==> config.mk <==
export PLATFORM = sky130hd
export DESIGN_NAME = baud_gen_frac
export DESIGN_NICKNAME = d
export VERILOG_FILES = /design/src/rtl/baud_gen_frac.sv
export SDC_FILE = /design/constraint.sdc
export NUM_CORES = 1
export LEC_CHECK = 0
export ABC_AREA = 1
export BUFFER_PORTS_ARGS = -buffer_cell sky130_fd_sc_hd__buf_2
export CORE_MARGIN = 3
export CORE_UTILIZATION = 50
export DETAILED_ROUTE_END_ITERATION = 10
export GPL_TIMING_DRIVEN = 0
export PLACE_DENSITY = 0.75
export SLEW_MARGIN = 25
export SYNTH_ARGS = -nofsm -noshare
export SYNTH_HDL_FRONTEND = slang
export SYNTH_SLANG_ARGS = --single-unit
==> constraint.sdc <==
create_clock -name clk_100MHz -period 3.2 [get_ports clk_100MHz]
set_input_delay 0.32 -clock clk_100MHz [delete_from_list [all_inputs] [get_ports clk_100MHz]]
set_output_delay 0.32 -clock clk_100MHz [all_outputs]
set_load 0.01 [all_outputs]
==> src/rtl/baud_gen_frac.sv <==
// Fractional-divisor baud tick generator: oversample tick every DIV_INT + DIV_FRAC/2^FRAC_W cycles, bit strobe every OVS ticks.
// Define BAUD_FRAC_EN to build the fractional phase accumulator; without it every interval is exactly the integer divisor.
module baud_gen_frac #(
  parameter int unsigned CNT_W    = 16,
  parameter int unsigned FRAC_W   = 4,
  parameter int unsigned OVS      = 16,
  parameter int unsigned DEF_INT  = 54,
  parameter int unsigned DEF_FRAC = 4
) (
  input  logic              clk_100MHz,
  input  logic              reset,
  input  logic              en,
  input  logic              div_wr,
  input  logic [CNT_W-1:0]  div_int,
  input  logic [FRAC_W-1:0] div_frac,
  output logic              tick,
  output logic              bit_tick,
  output logic              upd_pending
);

  localparam int unsigned OVS_W = (OVS > 2) ? $clog2(OVS) : 1;
  localparam int unsigned LIM_W = CNT_W + 1;

  if (DEF_INT < 2) begin : g_def_int_chk
    $error("baud_gen_frac: DEF_INT must be at least 2");
  end
  if (OVS < 2) begin : g_ovs_chk
    $error("baud_gen_frac: OVS must be at least 2");
  end

  logic [CNT_W-1:0] cnt;
  logic [CNT_W-1:0] act_int;
  logic [CNT_W-1:0] pend_int;
  logic [OVS_W-1:0] ovs_cnt;
  logic             extra_c;
  logic [LIM_W-1:0] limit_c;
  logic             boundary_c;
  logic             apply_c;
  logic             ovs_last_c;
  logic [CNT_W-1:0] div_int_clamped_c;

  // The limit is one bit wider than cnt so act_int - 1 + extra cannot wrap.
  assign limit_c           = LIM_W'(act_int) - LIM_W'(1) + LIM_W'(extra_c);
  assign boundary_c        = en && (LIM_W'(cnt) >= limit_c);
  assign apply_c           = upd_pending && (boundary_c || !en);
  assign ovs_last_c        = (ovs_cnt == OVS_W'(OVS - 1));
  assign div_int_clamped_c = (div_int < CNT_W'(2)) ? CNT_W'(2) : div_int;

  // Interval counter, tick outputs and divisor capture/apply
  always_ff @(posedge clk_100MHz) begin
    if (reset) begin
      cnt         <= '0;
      ovs_cnt     <= '0;
      act_int     <= CNT_W'(DEF_INT);
      pend_int    <= '0;
      upd_pending <= 1'b0;
      tick        <= 1'b0;
      bit_tick    <= 1'b0;
    end else begin
      if (en) begin
        if (boundary_c) begin
          cnt      <= '0;
          tick     <= 1'b1;
          bit_tick <= ovs_last_c;
          ovs_cnt  <= ovs_last_c ? '0 : ovs_cnt + OVS_W'(1);
        end else begin
          cnt      <= cnt + CNT_W'(1);
          tick     <= 1'b0;
          bit_tick <= 1'b0;
        end
      end else begin
        tick     <= 1'b0;
        bit_tick <= 1'b0;
      end
      if (apply_c) begin
        act_int     <= pend_int;
        upd_pending <= 1'b0;
      end
      // A write in the same cycle as an apply re-arms with the new value.
      if (div_wr) begin
        pend_int    <= div_int_clamped_c;
        upd_pending <= 1'b1;
      end
    end
  end

`ifdef BAUD_FRAC_EN
  logic [FRAC_W-1:0] acc;
  logic [FRAC_W-1:0] act_frac;
  logic [FRAC_W-1:0] pend_frac;
  logic              extra;
  logic [FRAC_W:0]   acc_sum_c;

  assign acc_sum_c = (FRAC_W + 1)'(acc) + (FRAC_W + 1)'(act_frac);
  assign extra_c   = extra;

  // Phase accumulator: the carry stretches the following interval by one cycle
  always_ff @(posedge clk_100MHz) begin
    if (reset) begin
      acc       <= '0;
      extra     <= 1'b0;
      act_frac  <= FRAC_W'(DEF_FRAC);
      pend_frac <= '0;
    end else begin
      if (boundary_c) begin
        {extra, acc} <= acc_sum_c;
      end
      if (apply_c) begin
        acc      <= '0;
        extra    <= 1'b0;
        act_frac <= pend_frac;
      end
      if (div_wr) begin
        pend_frac <= div_frac;
      end
    end
  end
`else
  logic unused_frac;

  assign extra_c     = 1'b0;
  assign unused_frac = ^{div_frac, FRAC_W'(DEF_FRAC)};
`endif

endmodule

Word-level counts from Yosys, hierarchy flattened --
Cells that the tools add are included.
Storage, ports and cells: bits in registers 55, input port bits 24, logic and storage cells 29
Cells by class: add/sub/neg operators 3, reductions and logical operators 8, eq/ne operators 1, order comparisons 2, bitwise operators 2, multiplexer cells 6
Operators with widths (count):
- 2-to-1 mux 16 bit | 2
- >= comparator 16 x 17 -> 1 bit | 1
- subtractor 16 x 1 -> 17 bit (second input constant) | 1
- adder 16 x 1 -> 16 bit (second input constant) | 1
- < comparator 16 x 2 -> 1 bit (second input constant) | 1
- adder 4 x 1 -> 4 bit (second input constant) | 1
- == test 4 bit (second input constant) | 1
- 2-to-1 mux 4 bit | 1
- 2-to-1 mux 1 bit | 3
- OR reduction 3 bit | 1
- logical AND 1 bit | 2
- NOT 1 bit | 2
- AND reduction 2 bit | 1
- nonzero test 2 bit | 1
- OR reduction 2 bit | 1
- logical NOT 1 bit | 1
- logical OR 1 bit | 1

Longest topological paths before layout --
Gate-level depths: netlist of the first run.
depth in word-level cells 7, mapped depth 20, gate-level depth less buffers 19

Least setup slack after synthesis of the first run --
OpenSTA, ideal clock, no wires.
path type flip-flop to flip-flop, start point register act_int[2], end point register cnt[2], arrival 2626 ps, cell stages (with the launch flop) 20, slack 463 ps, required time 3089 ps, library setup time 111 ps, path buffers 0, clock period less this slack 2737 ps, cells stage by stage dfxtp_1 > nor2_1 > nand3_1 > nor3_2 > nand4_1 > or2_2 > nor2_1 > xor2_1 > ha_1 > nand2_1 > nor2_1 > nand4_1 > nand3_1 > nor2_1 > nand2_1 > nand3_2 > nand2_2 > clkinv_2 > nand3b_1 > inv_1
Between the ends: cells in the longest elaborated chain, start to end 4
RTL lines:
- start, declared | RTL line 32 | logic [CNT_W-1:0] act_int;
- start signal, assigned | RTL line 54 | act_int <= CNT_W'(DEF_INT);
- start signal, assigned | RTL line 76 | act_int <= pend_int;
- subtractor 16 x 1 -> 17 bit | RTL line 43 | assign limit_c = LIM_W'(act_int) - LIM_W'(1) + LIM_W'(extra_c);
- >= comparator 16 x 17 -> 1 bit | RTL line 44 | assign boundary_c = en && (LIM_W'(cnt) >= limit_c);
- logical AND 1 bit | RTL line 44
- 2-to-1 mux 16 bit | RTL line 61 | if (boundary_c) begin
- end signal, assigned | RTL line 67 | cnt <= cnt + CNT_W'(1);
- end, declared | RTL line 31 | logic [CNT_W-1:0] cnt;
Every way passes these cells. A chain may end at the register's enable or synchronous reset.

Final worst setup path of the first run --
start point register act_int[2], end point register act_int[12]
Between the ends: cells in the longest elaborated chain, start to end 5
RTL lines:
- subtractor 16 x 1 -> 17 bit | RTL line 43
- >= comparator 16 x 17 -> 1 bit | RTL line 44
- logical AND 1 bit | RTL line 44
- logical OR 1 bit | RTL line 45 | assign apply_c = upd_pending && (boundary_c || !en);
- logical AND 1 bit | RTL line 45
Every way passes these cells.

==> impl_results.html, run 1 <==
<table>
<tr><th>Metric</th><th>Value</th></tr>
<tr><th colspan="2">STA</th></tr>
<tr><td>Setup slack of the critical path after layout</td><td>between 200 and 250 ps</td></tr>
<tr><td>Final-report max-slew violation count</td><td>0</td></tr>
<tr><td>Final setup violating endpoints</td><td>0</td></tr>
<tr><td>Fin crit share</td><td>0.932</td></tr>
<tr><td>Summed negative setup slack over all endpoints</td><td>0 ps</td></tr>
<tr><td>Fmax</td><td>335 MHz</td></tr>
<tr><td>Slew Limit Headroom</td><td>0.598</td></tr>
<tr><td>Slew at the pin closest to its max-slew limit</td><td>603 ps</td></tr>
<tr><td>Minimum period implied by the final worst setup slack</td><td>a little under 3000 ps</td></tr>
<tr><td>Hold violation count in the final report</td><td>0</td></tr>
<tr><td>Worst Clk Skew</td><td>between 7 and 8 ps</td></tr>
<tr><th colspan="2">Floorplan</th></tr>
<tr><td>Width of the die</td><td>84.7 um</td></tr>
<tr><td>Boundary Pins</td><td>27</td></tr>
<tr><td>Core Box Area</td><td>5960 um^2</td></tr>
<tr><td>Number of placement rows</td><td>28</td></tr>
<tr><td>DIE AREA</td><td>between 7000 and 8000 um^2</td></tr>
<tr><td>Y dimension of the die</td><td>~85 um</td></tr>
<tr><td>Effective utilization at floorplan</td><td>0.520</td></tr>
<tr><th colspan="2">Finish</th></tr>
<tr><td>Count of inserted antenna diode cells</td><td>0</td></tr>
<tr><td>Filler cell count</td><td>about 570</td></tr>
<tr><td>Non-Filler Instances</td><td>approximately 520</td></tr>
<tr><td>Nets@finish</td><td>483</td></tr>
<tr><td>Area of the multi-input gates</td><td>between 1500 and 2000 um^2</td></tr>
<tr><td>Combined flip-flop and latch cell area</td><td>roughly 1100 um^2</td></tr>
<tr><td>Share of layout cells above drive strength 1</td><td>0.179</td></tr>
<tr><td>Area Overhead vs Synth</td><td>11.6%</td></tr>
<tr><th colspan="2">Worst setup path</th></tr>
<tr><td>Critical Path Fanout Max</td><td>10</td></tr>
<tr><td>Critical path data required time</td><td>about 3400 ps</td></tr>
<tr><td>Crit path buf inv count</td><td>1</td></tr>
<tr><td>Cells along the critical path</td><td>nor2_4 -&gt; nand3_2 -&gt; nor3_4 -&gt; nand4_1 -&gt; or2_4 -&gt; nor2_2 -&gt; xor2_1 -&gt; ha_1 -&gt; nand2_1 -&gt; nor2_1 -&gt; nand4_1 -&gt; nand3_1 -&gt; nor2_2 -&gt; nand2_4 -&gt; nand2_4 -&gt; nand2_4 -&gt; buf_6 -&gt; a21oi_1 -&gt; nor2_1</td></tr>
<tr><td>Critical path's most frequent cell</td><td>sky130_fd_sc_hd__nand2_4</td></tr>
<tr><td>Worst Path Class, Setup</td><td>flop to flop</td></tr>
<tr><td>Data arrival, critical path</td><td>roughly 3200 ps</td></tr>
<tr><td>Standard cell with the maximum stage delay on the critical path</td><td>sky130_fd_sc_hd__dfxtp_4</td></tr>
<tr><td>Worst Setup End Kind</td><td>flop</td></tr>
<tr><td>Kind of start point of the critical path</td><td>flop</td></tr>
<tr><td>CP top delay family</td><td>simple AND/OR/NAND/NOR gates</td></tr>
<tr><td>Max incr delay on CP</td><td>380 ps</td></tr>
<tr><th colspan="2">Clock tree</th></tr>
<tr><td>Max H-tree Level</td><td>2</td></tr>
<tr><td>Insertion delay of the later-clocked pin in the worst-skew pair</td><td>roughly 320 ps</td></tr>
<tr><td>TritonCTS sink count</td><td>55</td></tr>
<tr><td>CTS tree</td><td>done</td></tr>
<tr><td>Maximum clock insertion buffer count</td><td>2</td></tr>
<tr><td>Number of buffers inserted during clock tree synthesis</td><td>5</td></tr>
<tr><td>CTS clk-pin slew, worst paths</td><td>roughly 110 ps</td></tr>
<tr><td>Cell at the root of the clock tree</td><td>sky130_fd_sc_hd__clkbuf_8</td></tr>
<tr><th colspan="2">Global routing</th></tr>
<tr><td>Antenna violations before repair</td><td>0</td></tr>
<tr><td>Largest net degree at the start of global routing</td><td>19</td></tr>
<tr><td>Total routing usage reported by global routing</td><td>0.185</td></tr>
<tr><td>Remaining global-route overflow</td><td>0</td></tr>
<tr><td>Via count of the first global-routing pass</td><td>about 2400</td></tr>
<tr><td>Wire length of the first global-routing pass</td><td>10800 um</td></tr>
<tr><th colspan="2">Pwr</th></tr>
<tr><td>Total chip power</td><td>between 1 and 1.5 mW</td></tr>
<tr><td>Worst ir drop on vdd</td><td>~0.25 mV</td></tr>
<tr><td>Reported leakage power</td><td>around 1.7 nW</td></tr>
<tr><td>Power density relative to cell area</td><td>~390 nW/um^2</td></tr>
<tr><th colspan="2">Route</th></tr>
<tr><td>Final Routed Wirelength</td><td>just over 6000 um</td></tr>
<tr><td>Remaining antenna violation count</td><td>0</td></tr>
<tr><td>Via count</td><td>approximately 2700</td></tr>
<tr><td>Number of DRC violations after detailed-routing iteration 0</td><td>between 100 and 150</td></tr>
<tr><td>Drt first pass iters</td><td>4</td></tr>
<tr><td>WL/cell</td><td>12.1 um</td></tr>
<tr><td>DRC errors left</td><td>0</td></tr>
<tr><td>Routed via count divided by cell count</td><td>approximately 5.2</td></tr>
<tr><th colspan="2">Flow run</th></tr>
<tr><td>Total of max-cap violations</td><td>0</td></tr>
<tr><th colspan="2">Logic synthesis</th></tr>
<tr><td>Share of synthesized registers carrying an async set or reset</td><td>0</td></tr>
<tr><td>Yosys Warn Count</td><td>0</td></tr>
<tr><td>Cell taking the most area after synthesis</td><td>sky130_fd_sc_hd__dfxtp_1</td></tr>
<tr><td>Most common cell in the synthesized netlist</td><td>sky130_fd_sc_hd__nand2_1</td></tr>
<tr><td>Dominant cells by area after synthesis</td><td>sky130_fd_sc_hd__dfxtp_1 (36%), sky130_fd_sc_hd__nand2_1 (8.0%), sky130_fd_sc_hd__ha_1 (7.7%), sky130_fd_sc_hd__nor2_1 (6.5%), sky130_fd_sc_hd__inv_1 (6.1%)</td></tr>
<tr><td>Post-synthesis cell type count</td><td>37</td></tr>
<tr><td>Avg Synthesized Cell Area</td><td>7.54 um^2</td></tr>
<tr><td>Net count of the mapped netlist</td><td>between 400 and 500</td></tr>
<tr><td>Post-synthesis cell area</td><td>roughly 3100 um^2</td></tr>
<tr><td>Synthesis-stage register bit count</td><td>between 50 and 60</td></tr>
<tr><td>Share of synthesized area occupied by flip-flops and latches</td><td>0.355</td></tr>
<tr><td>Cell count after synthesis</td><td>roughly 410</td></tr>
<tr><td>Commonest cells in the netlist</td><td>sky130_fd_sc_hd__nand2_1 (66), sky130_fd_sc_hd__dfxtp_1 (55), sky130_fd_sc_hd__nor2_1 (54)</td></tr>
<tr><td>Top flip-flop cell by instance count after synthesis</td><td>sky130_fd_sc_hd__dfxtp_1</td></tr>
<tr><td>Share of Yosys cell area claimed by the top area cell type</td><td>0.355</td></tr>
<tr><td>Number of enable-type register cells in the synthesized netlist</td><td>0</td></tr>
<tr><th colspan="2">Placement</th></tr>
<tr><td>Number of I/O port buffers</td><td>20</td></tr>
<tr><td>Worst slack, placed</td><td>-67.9 ps</td></tr>
<tr><td>Weighted congestion at the end of routability-driven global placement</td><td>about 0.8</td></tr>
<tr><td>Placed wire-length estimate</td><td>around 4800 um</td></tr>
<tr><td>Placed Cells</td><td>around 510</td></tr>
<tr><th colspan="2">Hold path</th></tr>
<tr><td>Worst Hold Class</td><td>input pin to flop</td></tr>
<tr><th colspan="2">Run status</th></tr>
<tr><td>Outcome</td><td>finished clean</td></tr>
</table>
power breakdown:
part | switching [mW] | internal, mW | leakage, nW
Sequential | 0.0223 | 0.714 | 0.451
Clock | 0.246 | 0.182 | 0.0522
Combinational | 0.112 | 0.0707 | 1.15
cell type report:
type                            instances  share of cell area
Buffer                                 14              0.0246
Multi-Input combinational cell        288               0.507
Tap cell                               75              0.0271
Inverter                               54              0.0593
Timing Repair Buffer                   22              0.0333
Clock buffer                            6              0.0239
Sequential cell                        55               0.320
Clock inverter                          2             0.00506
cells by family after synthesis:
group | share of synthesized area
AOI/OAI and AO/OA | 0.0961
xor gates and xnor gates | 0.0537
adders and majority gates | 0.0767
buffers and inverters | 0.0933
DFF | 0.355
and+or+nand+nor | 0.325
cell usage in the layout (no fill, tap or decap), types with 2 or more instances in the layout:
cell                       instances
sky130_fd_sc_hd__a211oi_1         12
sky130_fd_sc_hd__a21oi_1          24
sky130_fd_sc_hd__buf_1             2
sky130_fd_sc_hd__buf_2            22
sky130_fd_sc_hd__buf_4             4
sky130_fd_sc_hd__buf_6             3
sky130_fd_sc_hd__clkbuf_1          5
sky130_fd_sc_hd__clkbuf_8          6
sky130_fd_sc_hd__dfxtp_1          53
sky130_fd_sc_hd__ha_1             19
sky130_fd_sc_hd__inv_1            50
sky130_fd_sc_hd__inv_2             2
sky130_fd_sc_hd__inv_6             2
sky130_fd_sc_hd__nand2_1          65
sky130_fd_sc_hd__nand2_2           2
sky130_fd_sc_hd__nand2_4           5
sky130_fd_sc_hd__nand3_1          28
sky130_fd_sc_hd__nand3_2          14
sky130_fd_sc_hd__nand3b_1          2
sky130_fd_sc_hd__nand4_1           8
sky130_fd_sc_hd__nor2_1           51
sky130_fd_sc_hd__nor2_2            4
sky130_fd_sc_hd__nor2_4            2
sky130_fd_sc_hd__nor3_1            4
sky130_fd_sc_hd__nor3_4            2
sky130_fd_sc_hd__nor4_1            5
sky130_fd_sc_hd__o21ai_0           7
sky130_fd_sc_hd__o21bai_1          3
sky130_fd_sc_hd__or2_2             3
sky130_fd_sc_hd__xnor2_1           3
sky130_fd_sc_hd__xor2_1           16
metrics by stage:
stage,util,hold WS [ps],instance area (um^2)
finish,0.581,241,3460
global route,0.581,237,3460
CTS,0.571,237,3400
detailed placement,0.553,468,3290
global placement,0.553,462,3290
floorplan,-,444,3100
routing by layer:
| metal | part of all wire | up-vias | global-route usage |
|---|---|---|---|
| met5 | 0 | - | 0 |
| met4 | 0.015 | 0 | 0.0576 |
| met3 | 0.033 | 10 | 0.0343 |
| met2 | 0.46 | 44 | 0.312 |
| met1 | 0.49 | 1200 | 0.239 |
| li1 | - | 1404 | - |
sequential cells by signal (all words and copies together), names as in the netlist:
register     cells
act_int         16
bit_tick         1
cnt             16
ovs_cnt          4
pend_int        16
tick             1
upd_pending      1
timing repair:
action,CTS,global route
hold buffers,0,0
resized for setup,2,13
setup buffers,0,2
pin swaps,0,8
setup endpoints to repair,10,28
worst min-delay path, stage by stage:
cell	delay [ps]
sky130_fd_sc_hd__buf_2	90
sky130_fd_sc_hd__nor2_1	40
sky130_fd_sc_hd__nor2_1	80
path summary, 6_finish.rpt:
check	from	endpoint	slack, ps	cells past startpoint
worst min register to register	ovs_cnt[1]	ovs_cnt[1]	480	2
worst min-delay path	div_int[2]	pend_int[2]	240	3
worst max register to register	act_int[2]	act_int[12]	220	19
worst max-delay path	act_int[2]	act_int[12]	220	19
Power figures use the tool's default switching activity.
==> run 2: changes to the inputs <==
--- a/config.mk
+++ b/config.mk
@@ -12,6 +12,7 @@
 export DETAILED_ROUTE_END_ITERATION = 10
 export GPL_TIMING_DRIVEN = 0
 export PLACE_DENSITY = 0.75
+export REMOVE_ABC_BUFFERS = 1
 export SLEW_MARGIN = 25
 export SYNTH_ARGS = -nofsm -noshare
 export SYNTH_HDL_FRONTEND = slang
==> impl_results.html, run 2 (synthesis gave the netlist of run 1 again) <==
<table>
<tr><th>Metric</th><th>Value</th></tr>
<tr><th colspan="2">Run status</th></tr>
<tr><td>Outcome</td><td>finished clean (unchanged)</td></tr>
<tr><th colspan="2">Global routing</th></tr>
<tr><td>Remaining global-route overflow</td><td>0 (unchanged)</td></tr>
<tr><td>Via count of the first global-routing pass</td><td>2401 (was 2391)</td></tr>
<tr><td>Wire length of the first global-routing pass</td><td>10100 um (was 10800 um)</td></tr>
<tr><td>Antenna violations before repair</td><td>0 (unchanged)</td></tr>
<tr><td>Total routing usage reported by global routing</td><td>0.169 (was 0.185)</td></tr>
<tr><td>Largest net degree at the start of global routing</td><td>32 (was 19)</td></tr>
<tr><th colspan="2">Flow run</th></tr>
<tr><td>Total of max-cap violations</td><td>0 (unchanged)</td></tr>
<tr><th colspan="2">Clock tree</th></tr>
<tr><td>Cell at the root of the clock tree</td><td>sky130_fd_sc_hd__clkbuf_8 (unchanged)</td></tr>
<tr><td>TritonCTS sink count</td><td>55 (unchanged)</td></tr>
<tr><td>Max H-tree Level</td><td>2 (unchanged)</td></tr>
<tr><td>Number of buffers inserted during clock tree synthesis</td><td>5 (unchanged)</td></tr>
<tr><td>CTS clk-pin slew, worst paths</td><td>110 ps (about the same)</td></tr>
<tr><td>CTS tree</td><td>done (unchanged)</td></tr>
<tr><td>Insertion delay of the later-clocked pin in the worst-skew pair</td><td>310 ps (was 320 ps)</td></tr>
<tr><td>Maximum clock insertion buffer count</td><td>2 (unchanged)</td></tr>
<tr><th colspan="2">Floorplan</th></tr>
<tr><td>DIE AREA</td><td>7180 um^2 (unchanged)</td></tr>
<tr><td>Effective utilization at floorplan</td><td>0.520 (unchanged)</td></tr>
<tr><td>Boundary Pins</td><td>27 (unchanged)</td></tr>
<tr><td>Core Box Area</td><td>5960 um^2 (unchanged)</td></tr>
<tr><td>Width of the die</td><td>84.7 um (unchanged)</td></tr>
<tr><td>Number of placement rows</td><td>28 (unchanged)</td></tr>
<tr><td>Y dimension of the die</td><td>84.7 um (unchanged)</td></tr>
<tr><th colspan="2">Finish</th></tr>
<tr><td>Non-Filler Instances</td><td>509 (was 516)</td></tr>
<tr><td>Area Overhead vs Synth</td><td>12.2% (was 11.6%)</td></tr>
<tr><td>Core utilization of the finished layout</td><td>0.584 (was 0.581)</td></tr>
<tr><td>Count of inserted antenna diode cells</td><td>0 (unchanged)</td></tr>
<tr><td>Most used cells in the layout excluding fill and tap cells</td><td>sky130_fd_sc_hd__nand2_1 (65), sky130_fd_sc_hd__dfxtp_1 (52), sky130_fd_sc_hd__inv_1 (50), sky130_fd_sc_hd__nor2_1 (50), sky130_fd_sc_hd__nand3_1 (28) (was sky130_fd_sc_hd__nand2_1 (65), sky130_fd_sc_hd__dfxtp_1 (53), sky130_fd_sc_hd__nor2_1 (51), sky130_fd_sc_hd__inv_1 (50), sky130_fd_sc_hd__nand3_1 (28))</td></tr>
<tr><td>Registers with the highest flip-flop counts</td><td>act_int: 16 flops, cnt: 16 flops, pend_int: 16 flops (unchanged)</td></tr>
<tr><td>Nets@finish</td><td>477 (was 483)</td></tr>
<tr><td>Most frequent standard cell in the layout excluding fill and tap cells</td><td>sky130_fd_sc_hd__nand2_1 (unchanged)</td></tr>
<tr><td>Share of layout cells above drive strength 1</td><td>0.191 (was 0.179)</td></tr>
<tr><th colspan="2">Route</th></tr>
<tr><td>Final Routed Wirelength</td><td>6140 um (was 6240 um)</td></tr>
<tr><td>DRC errors left</td><td>0 (unchanged)</td></tr>
<tr><td>Drt first pass iters</td><td>5 (was 4)</td></tr>
<tr><td>Routed via count divided by cell count</td><td>5.11 (was 5.15)</td></tr>
<tr><td>WL/cell</td><td>12.1 um (about the same)</td></tr>
<tr><td>Remaining antenna violation count</td><td>0 (unchanged)</td></tr>
<tr><td>Via count</td><td>2600 (was 2658)</td></tr>
<tr><td>Number of DRC violations after detailed-routing iteration 0</td><td>128 (was 102)</td></tr>
<tr><th colspan="2">STA</th></tr>
<tr><td>Final-report max-slew violation count</td><td>0 (unchanged)</td></tr>
<tr><td>Fmax</td><td>328 MHz (was 335 MHz)</td></tr>
<tr><td>Worst Clk Skew</td><td>10.4 ps (was 7.07 ps)</td></tr>
<tr><td>Summed negative setup slack over all endpoints</td><td>0 ps (unchanged)</td></tr>
<tr><td>Slew Limit Headroom</td><td>0.475 (was 0.598)</td></tr>
<tr><td>Final setup violating endpoints</td><td>0 (unchanged)</td></tr>
<tr><td>Fin crit share</td><td>0.954 (was 0.932)</td></tr>
<tr><td>Minimum period implied by the final worst setup slack</td><td>3050 ps (was 2980 ps)</td></tr>
<tr><td>Slew at the pin closest to its max-slew limit</td><td>783 ps (was 603 ps)</td></tr>
<tr><td>Hold violation count in the final report</td><td>0 (unchanged)</td></tr>
<tr><th colspan="2">Worst setup path</th></tr>
<tr><td>Number of cells on the worst reg-to-reg path</td><td>18 (was 19)</td></tr>
<tr><td>Critical path data required time</td><td>3460 ps (was 3420 ps)</td></tr>
<tr><td>Terminus of the critical flop-to-flop path</td><td>cnt[4] (was act_int[12])</td></tr>
<tr><td>Data arrival, critical path</td><td>3310 ps (was 3200 ps)</td></tr>
<tr><td>Worst R2R Start</td><td>act_int[2] (unchanged)</td></tr>
<tr><td>Setup slack of the most critical reg-to-reg path</td><td>150 ps (was 220 ps)</td></tr>
<tr><td>Kind of start point of the critical path</td><td>flop (unchanged)</td></tr>
<tr><td>Worst Setup End Kind</td><td>flop (unchanged)</td></tr>
<tr><td>Worst Path Class, Setup</td><td>flop to flop (unchanged)</td></tr>
<tr><td>Critical Path Fanout Max</td><td>8 (was 10)</td></tr>
<tr><th colspan="2">Placement</th></tr>
<tr><td>Weighted congestion at the end of routability-driven global placement</td><td>0.913 (was 0.789)</td></tr>
<tr><td>Number of I/O port buffers</td><td>22 (was 20)</td></tr>
<tr><td>Placed Cells</td><td>494 (was 506)</td></tr>
<tr><td>Placed wire-length estimate</td><td>4260 um (was 4800 um)</td></tr>
<tr><th colspan="2">Pwr</th></tr>
<tr><td>Reported leakage power</td><td>1.64 nW (was 1.65 nW)</td></tr>
<tr><td>Power density relative to cell area</td><td>375 nW/um^2 (was 389 nW/um^2)</td></tr>
<tr><td>Worst ir drop on vdd</td><td>0.242 mV (was 0.249 mV)</td></tr>
<tr><th colspan="2">Hold path</th></tr>
<tr><td>Worst Hold Class</td><td>input pin to flop (unchanged)</td></tr>
<tr><td>Hold-critical path endpoint</td><td>pend_int[5] (was pend_int[2])</td></tr>
<tr><td>Origin of the worst min-delay path</td><td>div_int[5] (was div_int[2])</td></tr>
<tr><td>Number of cells on the worst hold path</td><td>3 (unchanged)</td></tr>
</table>
==> run 2: power breakdown <==
part / leakage, nW / internal [mW] / switching [mW] / total, mW
logic: 1.14 / 0.0677 / 0.105 / 0.172
clock network: 0.0406 / 0.153 / 0.235 / 0.388
registers: 0.451 / 0.713 / 0.0312 / 0.744
total: 1.64 / 0.934 / 0.371 / 1.31
==> run 2: what timing repair did <==
item | CTS | global route
hold endpoints to repair | 0 | 0
buffers inserted | 0 | 7
gates cloned | 0 | 2
hold buffers | 0 | 0
pin swaps | 0 | 12
setup endpoints to repair | 26 | 37
gates resized for setup | 3 | 22
==> run 2: per-layer routing <==
metal,share of wire,GRT usage
met5,0,0
met4,0.014,0.0460
met3,0.037,0.0285
met2,0.48,0.293
met1,0.47,0.217
==> run 2: final cells by class <==
class	instances	area [um^2]
timing repair buffer	28	155
tap	75	93.8
multi-input combinational	290	1820
inverter	54	210
clock inverter	2	16.3
clock buffer	5	68.8
sequential	55	1110
fill	552	2480
==> run 2: critical path: stages, from the launching register on <==
cell and delay, ps:
sky130_fd_sc_hd__dfxtp_4 380, sky130_fd_sc_hd__nor2_4 110, sky130_fd_sc_hd__nand3_2 120, sky130_fd_sc_hd__nor3_4 220, sky130_fd_sc_hd__nand4_1 170, sky130_fd_sc_hd__or2_4 310
sky130_fd_sc_hd__nor2_4 100, sky130_fd_sc_hd__xor2_2 140, sky130_fd_sc_hd__ha_1 280, sky130_fd_sc_hd__nand2_1 70, sky130_fd_sc_hd__nor2_1 40, sky130_fd_sc_hd__nand4_1 100
sky130_fd_sc_hd__nand3_1 90, sky130_fd_sc_hd__nor2_1 130, sky130_fd_sc_hd__nand2_2 140, sky130_fd_sc_hd__nand3_4 190, sky130_fd_sc_hd__nand2_4 90, sky130_fd_sc_hd__or2_1 250
sky130_fd_sc_hd__inv_1 50
==> run 2: how the worst max path moves through the flow <==
stage / slack (ps) / from / cells past startpoint / end
2_1_floorplan: 410 / act_int[2] / 19 / act_int[1]
5_1_grt: -30 / act_int[2] / 19 / act_int[4]
4_1_cts: 8 / act_int[2] / 18 / act_int[8]
6_report: 150 / act_int[2] / 18 / cnt[4]
3_3_place_gp: 7 / act_int[2] / 19 / cnt[2]
3_5_place_dp: -100 / act_int[2] / 19 / cnt[6]
==> run 2: through the flow <==
| step | area, um^2 | power (mW) | worst slack, ps | hold slack [ps] |
|---|---|---|---|---|
| final | 3480 | 1.31 | 148 | 251 |
| after global routing | 3480 | 1.36 | -27.5 | 244 |
| after CTS | 3320 | 1.30 | 7.67 | 244 |
| after detailed placement | 3220 | 0.917 | -95.2 | 469 |
| after global placement | 3220 | 0.911 | 7.48 | 465 |
| after floorplan | 3010 | 0.866 | 414 | 389 |
